File: src/rtl/pipe_pkg.sv
// Shared pipeline-stage definitions: control bundle layout and the NOP encoding.
package pipe_pkg;
   localparam int DEF_CTRL_W = 9;
   localparam int DEF_DATA_W = 148;

   // Control bundle bit positions (one bit each)
   localparam int CTRL_REGDST   = 0;
   localparam int CTRL_ALUSRC   = 1;
   localparam int CTRL_MEMTOREG = 2;
   localparam int CTRL_REGWRITE = 3;
   localparam int CTRL_MEMREAD  = 4;
   localparam int CTRL_MEMWRITE = 5;
   localparam int CTRL_BRANCH   = 6;
   localparam int CTRL_JUMP     = 7;
   localparam int CTRL_ALUOP    = 8;

   localparam logic [DEF_CTRL_W-1:0] CTRL_NOP = '0;
endpackage

File: src/rtl/pipe_slot.sv
// One pipeline holding register: valid flag, control bundle and data bundle.
// clear wins over load; an invalid slot always holds NOP control.
module pipe_slot
   import pipe_pkg::*;
#(
   parameter int CTRL_W     = DEF_CTRL_W,
   parameter int DATA_W     = DEF_DATA_W,
   parameter int CLEAR_DATA = 1
) (
   input  logic              clk,
   input  logic              rst,
   input  logic              load,
   input  logic              clear,
   input  logic [CTRL_W-1:0] d_ctrl,
   input  logic [DATA_W-1:0] d_data,
   output logic              valid,
   output logic [CTRL_W-1:0] ctrl,
   output logic [DATA_W-1:0] data
);
   always_ff @(posedge clk or posedge rst) begin
      if (rst) begin
         valid <= 1'b0;
         ctrl  <= CTRL_W'(CTRL_NOP);
      end else if (clear) begin
         valid <= 1'b0;
         ctrl  <= CTRL_W'(CTRL_NOP);
      end else if (load) begin
         valid <= 1'b1;
         ctrl  <= d_ctrl;
      end
   end

   // Data only carries a reset/clear when the consumer cares about stale payloads
   generate
      if (CLEAR_DATA != 0) begin : g_clr
         always_ff @(posedge clk or posedge rst) begin
            if (rst)        data <= '0;
            else if (clear) data <= '0;
            else if (load)  data <= d_data;
         end
      end else begin : g_stale
         always_ff @(posedge clk) begin
            if (load && !clear) data <= d_data;
         end
      end
   endgenerate
endmodule

File: src/rtl/pipe_stage_skid.sv
// Pipeline-stage register with a 2-entry skid buffer, flush and per-beat kill.
// in_ready is derived only from the skid flop, so out_ready never reaches it combinationally.
module pipe_stage_skid
   import pipe_pkg::*;
#(
   parameter int CTRL_W     = DEF_CTRL_W,
   parameter int DATA_W     = DEF_DATA_W,
   parameter int CLEAR_DATA = 1
) (
   input  logic              clk,
   input  logic              rst,
   input  logic              in_valid,
   output logic              in_ready,
   input  logic              in_kill,
   input  logic [CTRL_W-1:0] in_ctrl,
   input  logic [DATA_W-1:0] in_data,
   input  logic              flush,
   output logic              out_valid,
   input  logic              out_ready,
   output logic [CTRL_W-1:0] out_ctrl,
   output logic [DATA_W-1:0] out_data,
   output logic [1:0]        occupancy
);
   logic              main_vld, skid_vld;
   logic [CTRL_W-1:0] main_ctrl, skid_ctrl;
   logic [DATA_W-1:0] main_data, skid_data;
   logic              acc, pop;
   logic              main_load, main_clear, skid_load, skid_clear;
   logic [CTRL_W-1:0] main_d_ctrl;
   logic [DATA_W-1:0] main_d_data;

   assign in_ready  = ~skid_vld;
   assign acc       = in_valid & in_ready & ~in_kill;
   assign pop       = main_vld & out_ready;

   // A full skid always refills main on pop; acc cannot coincide with it
   assign main_load  = ~flush & ((pop & skid_vld) | ((~main_vld | pop) & acc));
   assign main_clear = flush | (pop & ~main_load);
   assign skid_load  = ~flush & main_vld & ~pop & acc;
   assign skid_clear = flush | (pop & skid_vld);

   assign main_d_ctrl = skid_vld ? skid_ctrl : in_ctrl;
   assign main_d_data = skid_vld ? skid_data : in_data;

   pipe_slot #(.CTRL_W(CTRL_W), .DATA_W(DATA_W), .CLEAR_DATA(CLEAR_DATA)) u_main (
      .clk    (clk),
      .rst    (rst),
      .load   (main_load),
      .clear  (main_clear),
      .d_ctrl (main_d_ctrl),
      .d_data (main_d_data),
      .valid  (main_vld),
      .ctrl   (main_ctrl),
      .data   (main_data)
   );

   pipe_slot #(.CTRL_W(CTRL_W), .DATA_W(DATA_W), .CLEAR_DATA(CLEAR_DATA)) u_skid (
      .clk    (clk),
      .rst    (rst),
      .load   (skid_load),
      .clear  (skid_clear),
      .d_ctrl (in_ctrl),
      .d_data (in_data),
      .valid  (skid_vld),
      .ctrl   (skid_ctrl),
      .data   (skid_data)
   );

   assign out_valid = main_vld;
   assign out_ctrl  = main_vld ? main_ctrl : CTRL_W'(CTRL_NOP);
   assign out_data  = main_data;
   assign occupancy = {1'b0, main_vld} + {1'b0, skid_vld};
endmodule

File: config.mk
export PLATFORM = sky130hd
export DESIGN_NAME = pipe_stage_skid
export DESIGN_NICKNAME = d
export VERILOG_FILES = /design/src/rtl/pipe_pkg.sv /design/src/rtl/pipe_slot.sv /design/src/rtl/pipe_stage_skid.sv
export SDC_FILE = /design/constraint.sdc
export NUM_CORES = 1
export LEC_CHECK = 0
export CAP_MARGIN = 20
export CORE_MARGIN = 5
export CORE_UTILIZATION = 55
export DETAILED_ROUTE_END_ITERATION = 12
export PLACE_DENSITY = 0.9
export SYNTH_ARGS = -nofsm -noshare
export SYNTH_HDL_FRONTEND = slang
export SYNTH_SLANG_ARGS = --single-unit
File: constraint.sdc
create_clock -name clk -period 17.97 [get_ports clk]
set_input_delay 3.594 -clock clk [delete_from_list [all_inputs] [get_ports clk]]
set_output_delay 3.594 -clock clk [all_outputs]
set_load 0.03 [all_outputs]
## Word-level counts from Yosys, hierarchy flattened

Cells that the tools add are included.

| operators by class | value |
|---|---|
| $add $sub $neg | 1 |
| multiplexer cells | 15 |
| bitwise operators | 20 |
| reductions and logical operators | 2 |

Operators by type and width:

| cell | number |
|---|---|
| $mux 148 | 5 |
| $mux 9 | 6 |
| $and 1x1->1 | 10 |
| $not 1->1 | 6 |
| $mux 1 | 4 |
| $or 1x1->1 | 4 |
| $reduce_bool 2->1 | 2 |
| $add 1x1->2 | 1 |

| storage, ports and cells | value |
|---|---|
| register bits | 316 |
| output and inout bits | 161 |
| word-level logic and storage cells | 44 |

## Logic depth before layout (Yosys ltp)

| logic depth | value |
|---|---|
| word-level depth | 10 |
| mapped depth | 7 |

## Cells and area by module

Synthesis repeated with hierarchy kept, for this count alone.

| unflattened totals | value |
|---|---|
| cells, all modules | 1,217 |
| area total of the unflattened synthesis | 15,307.2 µm² |

By module, submodules not included:

| module | instances | cells an instance | area an instance (µm²) |
|---|---|---|---|
| pipe_slot | 2 | 511 | 6,452.4 |
| pipe_stage_skid | 1 | 195 | 2,402.3 |

## Worst setup path after synthesis

OpenSTA, ideal clock, no wires.

| timing path | value |
|---|---|
| path kind | input -> register |
| from | input in_kill |
| to | register u_main.data[114] |
| library setup time | 0.132 ns |
| data arrival time | 4.732 ns |
| data required time | 17.838 ns |
| slack | 13.106 ns |
| stages on the path | 7 |
| path buffers | 4 |
| path through | nand2b_1 buf_2 buf_2 o31a_1 buf_2 buf_1 o2bb2ai_1 |

| between the ends | value |
|---|---|
| longest elaborated chain between the ends | 9 |
| elaborated cells on any way between the ends | 10 |

RTL lines:

| what | line | source |
|---|---|---|
| start, declared | pipe_stage_skid.sv:14 | `input logic in_kill,` |
| $not 1->1 (*) | pipe_stage_skid.sv:33 | `assign acc = in_valid & in_ready & ~in_kill;` |
| $and 1x1->1 (*) | pipe_stage_skid.sv:33 |  |
| $and 1x1->1 (*) | pipe_stage_skid.sv:37 | `assign main_load = ~flush & ((pop & skid_vld) \| ((~main_vld \| pop) & acc));` |
| $or 1x1->1 (*) | pipe_stage_skid.sv:37 |  |
| $and 1x1->1 (*) | pipe_stage_skid.sv:37 |  |
| $not 1->1 | pipe_stage_skid.sv:38 | `assign main_clear = flush \| (pop & ~main_load);` |
| $and 1x1->1 | pipe_stage_skid.sv:38 |  |
| $or 1x1->1 | pipe_stage_skid.sv:38 |  |
| $mux 148 or $reduce_bool 2->1 (tied branches) | n/a |  |
| end signal, assigned | pipe_slot.sv:39 | `else if (load) data <= d_data;` |
| end, declared | pipe_slot.sv:18 | `output logic [DATA_W-1:0] data` |

Every way passes the cells marked *; elsewhere a longest branch is shown, timed or not.
A chain may end at the register's enable or synchronous reset.

## Worst setup path after layout

| timing path | value |
|---|---|
| from | register u_skid.valid |
| to | output in_ready |

| between the ends | value |
|---|---|
| longest elaborated chain between the ends | 1 |

RTL lines:

| what | line | source |
|---|---|---|
| start, declared | pipe_slot.sv:16 | `output logic valid,` |
| start signal, assigned | pipe_slot.sv:22 | `valid <= 1'b0;` |
| start signal, assigned | pipe_slot.sv:25 | `valid <= 1'b0;` |
| start signal, assigned | pipe_slot.sv:28 | `valid <= 1'b1;` |
| $not 1->1 | pipe_stage_skid.sv:32 | `assign in_ready = ~skid_vld;` |
| end, declared | pipe_stage_skid.sv:13 | `output logic in_ready,` |

Every way passes these cells.

==> results.txt <==
Max-Cap Viols - 0
Flop pwr share - 45.6%
final setup vio count - 0
pre-CTS setup slack - 10.67 ns
Slew HR - 25.4%
Worst-Skew Late Latency - 0.55 ns
Initial Utilization - 55.4%
YS warnings - 0
clock transition at the registers of the reported paths - 0.06 ns
Layout Cells excl Fill - 1778
setup TNS - 0 ns
Resized Gates After CTS - 0
Cell Rows - 60
post-synth top area cell - dfrtp_1
Synth Area in XOR/XNOR - 0%
Initial DRT Pass Iterations - 5
Routed WL per cell - 25.2 um
actual transition at the worst max-transition pin - 1.12 ns
post-synthesis compound-gate area fraction - 26.1%
status - complete, no violations
placed inst area - 0.0179 mm^2
reg2reg end - u_main.ctrl[6]$_DFFE_PP0P_
final instance area - 0.0189 mm^2
synthesis-stage register bit count - 316
# fillers - 1742
post-synthesis simple-gate area fraction - 0.788%
mux share of post-synthesis cell area - 11.6%
Pleak - 7.51 nW
first-pass GRT wire length - 70400 um
P_int - 1.22 mW
DIE AREA - 0.0302 mm^2
multi-input logic area - 0.00575 mm^2
Post-CTS Hold Buffers - 0
commonest non-fill, non-tap cell in the layout - clkdlybuf4s50_1
routed vias/inst - 6.85
Die Height - 174 um
Total Nets Final - 1577
DR vias - 12200
final slew viol count - 0
fmax - 0.150 GHz
Worst R2R Setup Slack - 13.66 ns
mapped cell area - 0.0148 mm^2
final period utilization - 37.1%
DRC violations left - 0
Core Region - 0.0267 mm^2
fin crit period - 6.67 ns
CTS Buf Count - 31
Final Worst Setup Slack - 11.30 ns
register area - 0.00791 mm^2
Num Clock Sinks - 316
launching point of the worst reg2reg path - u_skid.valid$_DFFE_PP0P_
Setup CP Type - reg2out
CTS root buf - clkbuf_16
Routed WL - 44800 um
area grow syn2layout - 28.3%
port bufs - 323
final hold viol count - 0
post-CTS setup buffer count - 0
Critical Path Start Type - flop
Avg Cell Area, Syn - 12.4 um^2
Overall Global Routing Usage - 28.3%
Yosys top cell area share - 53.6%
CTS tree - built
Sw Ratio - 26.7%
critical path launch point - u_skid.valid$_DFFE_PP0P_
CTS Buffer Depth - 3
clock power share - 38.6%
num ports - 324
H-tree levels - 1
logic gate share of total power - 15.8%
initial drt markers - 1574
Final ANT Viol Nets - 0
initial antenna violation count - 4
largest net degree at the start of global routing - 170
gpl congestion - 0.814
Hold/Removal Path Class - reg2reg
Max Fanout on Critical Path - 47
Pwr Density - 88.2 mW/mm^2
Worst Clk Skew - 0.00984 ns
Synth area leaders - dfrtp_1 (54%), a32o_1 (11%), mux2_2 (8.5%)
Post-Synthesis Net Count - 1357
critical path endpoint category - primary output
Psw - 0.446 mW
Reg2Reg Depth - 5
Die X - 174 um
CP Data Required Time - 14.38 ns
most frequent cells in the layout - clkdlybuf4s50_1 (323), dfrtp_1 (315), a32o_1 (157)
Synth Instances - 1193
sequential-to-total area share from yosys stat - 53.6%
Detail Placement HPWL - 25900 um
post-synthesis adder-cell area fraction - 0.0848%
grt ovf - 0
Setup crit end - in_ready
vias in the first global route - 12300
main combinational cell family by area after synthesis - compound AO/OA/AOI/OAI gates
unrepaired setup endpoints after global routing - false
Max IR drop VDD - 63.6 uV
Placed Cells - 1719
CP arrival - 3.08 ns
synth unique cells - 29
share of cells above drive strength 1 - 13.1%
==> power groups by stage <==
stage / clock, mW / sequential (mW) / combinational (mW)
floorplan: 0 / 0.816 / 0.0946
global placement: 0 / 0.772 / 0.256
detailed placement: 0 / 0.773 / 0.262
CTS: 0.649 / 0.761 / 0.264
global route: 0.681 / 0.764 / 0.279
finish: 0.644 / 0.761 / 0.264
==> synthesized netlist by cell type <==
library cell and count:
dfrtp_1 316, a32o_1 157, inv_1 114, a2111oi_0 112
a211oi_1 112, mux2_2 112, clkbuf_1 87, mux2i_1 45
o2bb2ai_1 45, buf_2 44, and2_1 10, buf_6 9
buf_1 6, buf_4 5, clkbuf_4 3, a21oi_1 2
nand2b_1 2, a2111o_1 1, a211o_1 1, a21o_1 1
a41o_1 1, ha_1 1, inv_2 1, nor2b_1 1
nor2b_4 1, nor4_2 1, nor4b_1 1, o21ai_1 1
o31a_1 1
==> worst max-delay path, cell delays in order (launching register included) <==
cell	delay (ns)
dfrtp_4	0.84
clkinv_2	0.79
clkdlybuf4s50_1	0.86
==> how the worst min path moves through the flow <==
stage	startpoint	to	cells after the start
after floorplan	u_main.ctrl[8]$_DFFE_PP0P_	u_main.ctrl[8]$_DFFE_PP0P_	1
after global placement	u_main.ctrl[8]$_DFFE_PP0P_	u_main.ctrl[8]$_DFFE_PP0P_	1
after detailed placement	u_main.data[118]$_DFFE_PP0P_	u_main.data[118]$_DFFE_PP0P_	1
after CTS	u_main.data[143]$_DFFE_PP0P_	u_main.data[143]$_DFFE_PP0P_	1
after global routing	u_main.data[143]$_DFFE_PP0P_	u_main.data[143]$_DFFE_PP0P_	1
final	u_main.data[143]$_DFFE_PP0P_	u_main.data[143]$_DFFE_PP0P_	1
==> logic make-up (layout without fill, tap and decap cells) <==
logic type,after synthesis,in the layout
AO/OA/AOI/OAI,434,434
adder cells (fa/ha/maj),1,1
buffers and inverters,269,510
flip-flops,316,316
multiplexers,157,157
other,0,3
AND/OR/NAND/NOR,16,16
==> routing by layer <==
layer / GRT usage [%] / share of wire (%) / up-vias
li1: - / - / 5125
met5: 0 / 0.025 / -
met2: 44.8 / 48 / 695
met1: 38.0 / 39 / 6218
met3: 6.11 / 8.7 / 132
met4: 12.0 / 4.6 / 2
==> final cells by class <==
cell class | count | share of cell area, %
Antenna cell | 3 | 0.0397
Clock buffer | 46 | 4.77
Sequential cell | 316 | 41.8
Inverter | 115 | 2.34
Multi-Input combinational cell | 608 | 30.4
Tap cell | 341 | 2.25
Timing Repair Buffer | 341 | 18.0
Clock inverter | 8 | 0.476
==> stage by stage <==
step / hold slack [ns] / util (%) / total power [mW]
6_report: 0.492 / 71.0 / 1.67
3_3_place_gp: 0.467 / 67.1 / 1.03
4_1_cts: 0.492 / 70.9 / 1.67
2_1_floorplan: 0.449 / - / 0.910
3_5_place_dp: 0.473 / 67.1 / 1.03
5_1_grt: 0.514 / 71.0 / 1.72
==> sequential cells by signal, indices dropped and copies added, names as in the netlist <==
name,count
u_main.data,148
u_skid.data,148
u_main.ctrl,9
u_skid.ctrl,9
u_main.valid,1
u_skid.valid,1
No activity file was read; power rests on OpenSTA's default activity.
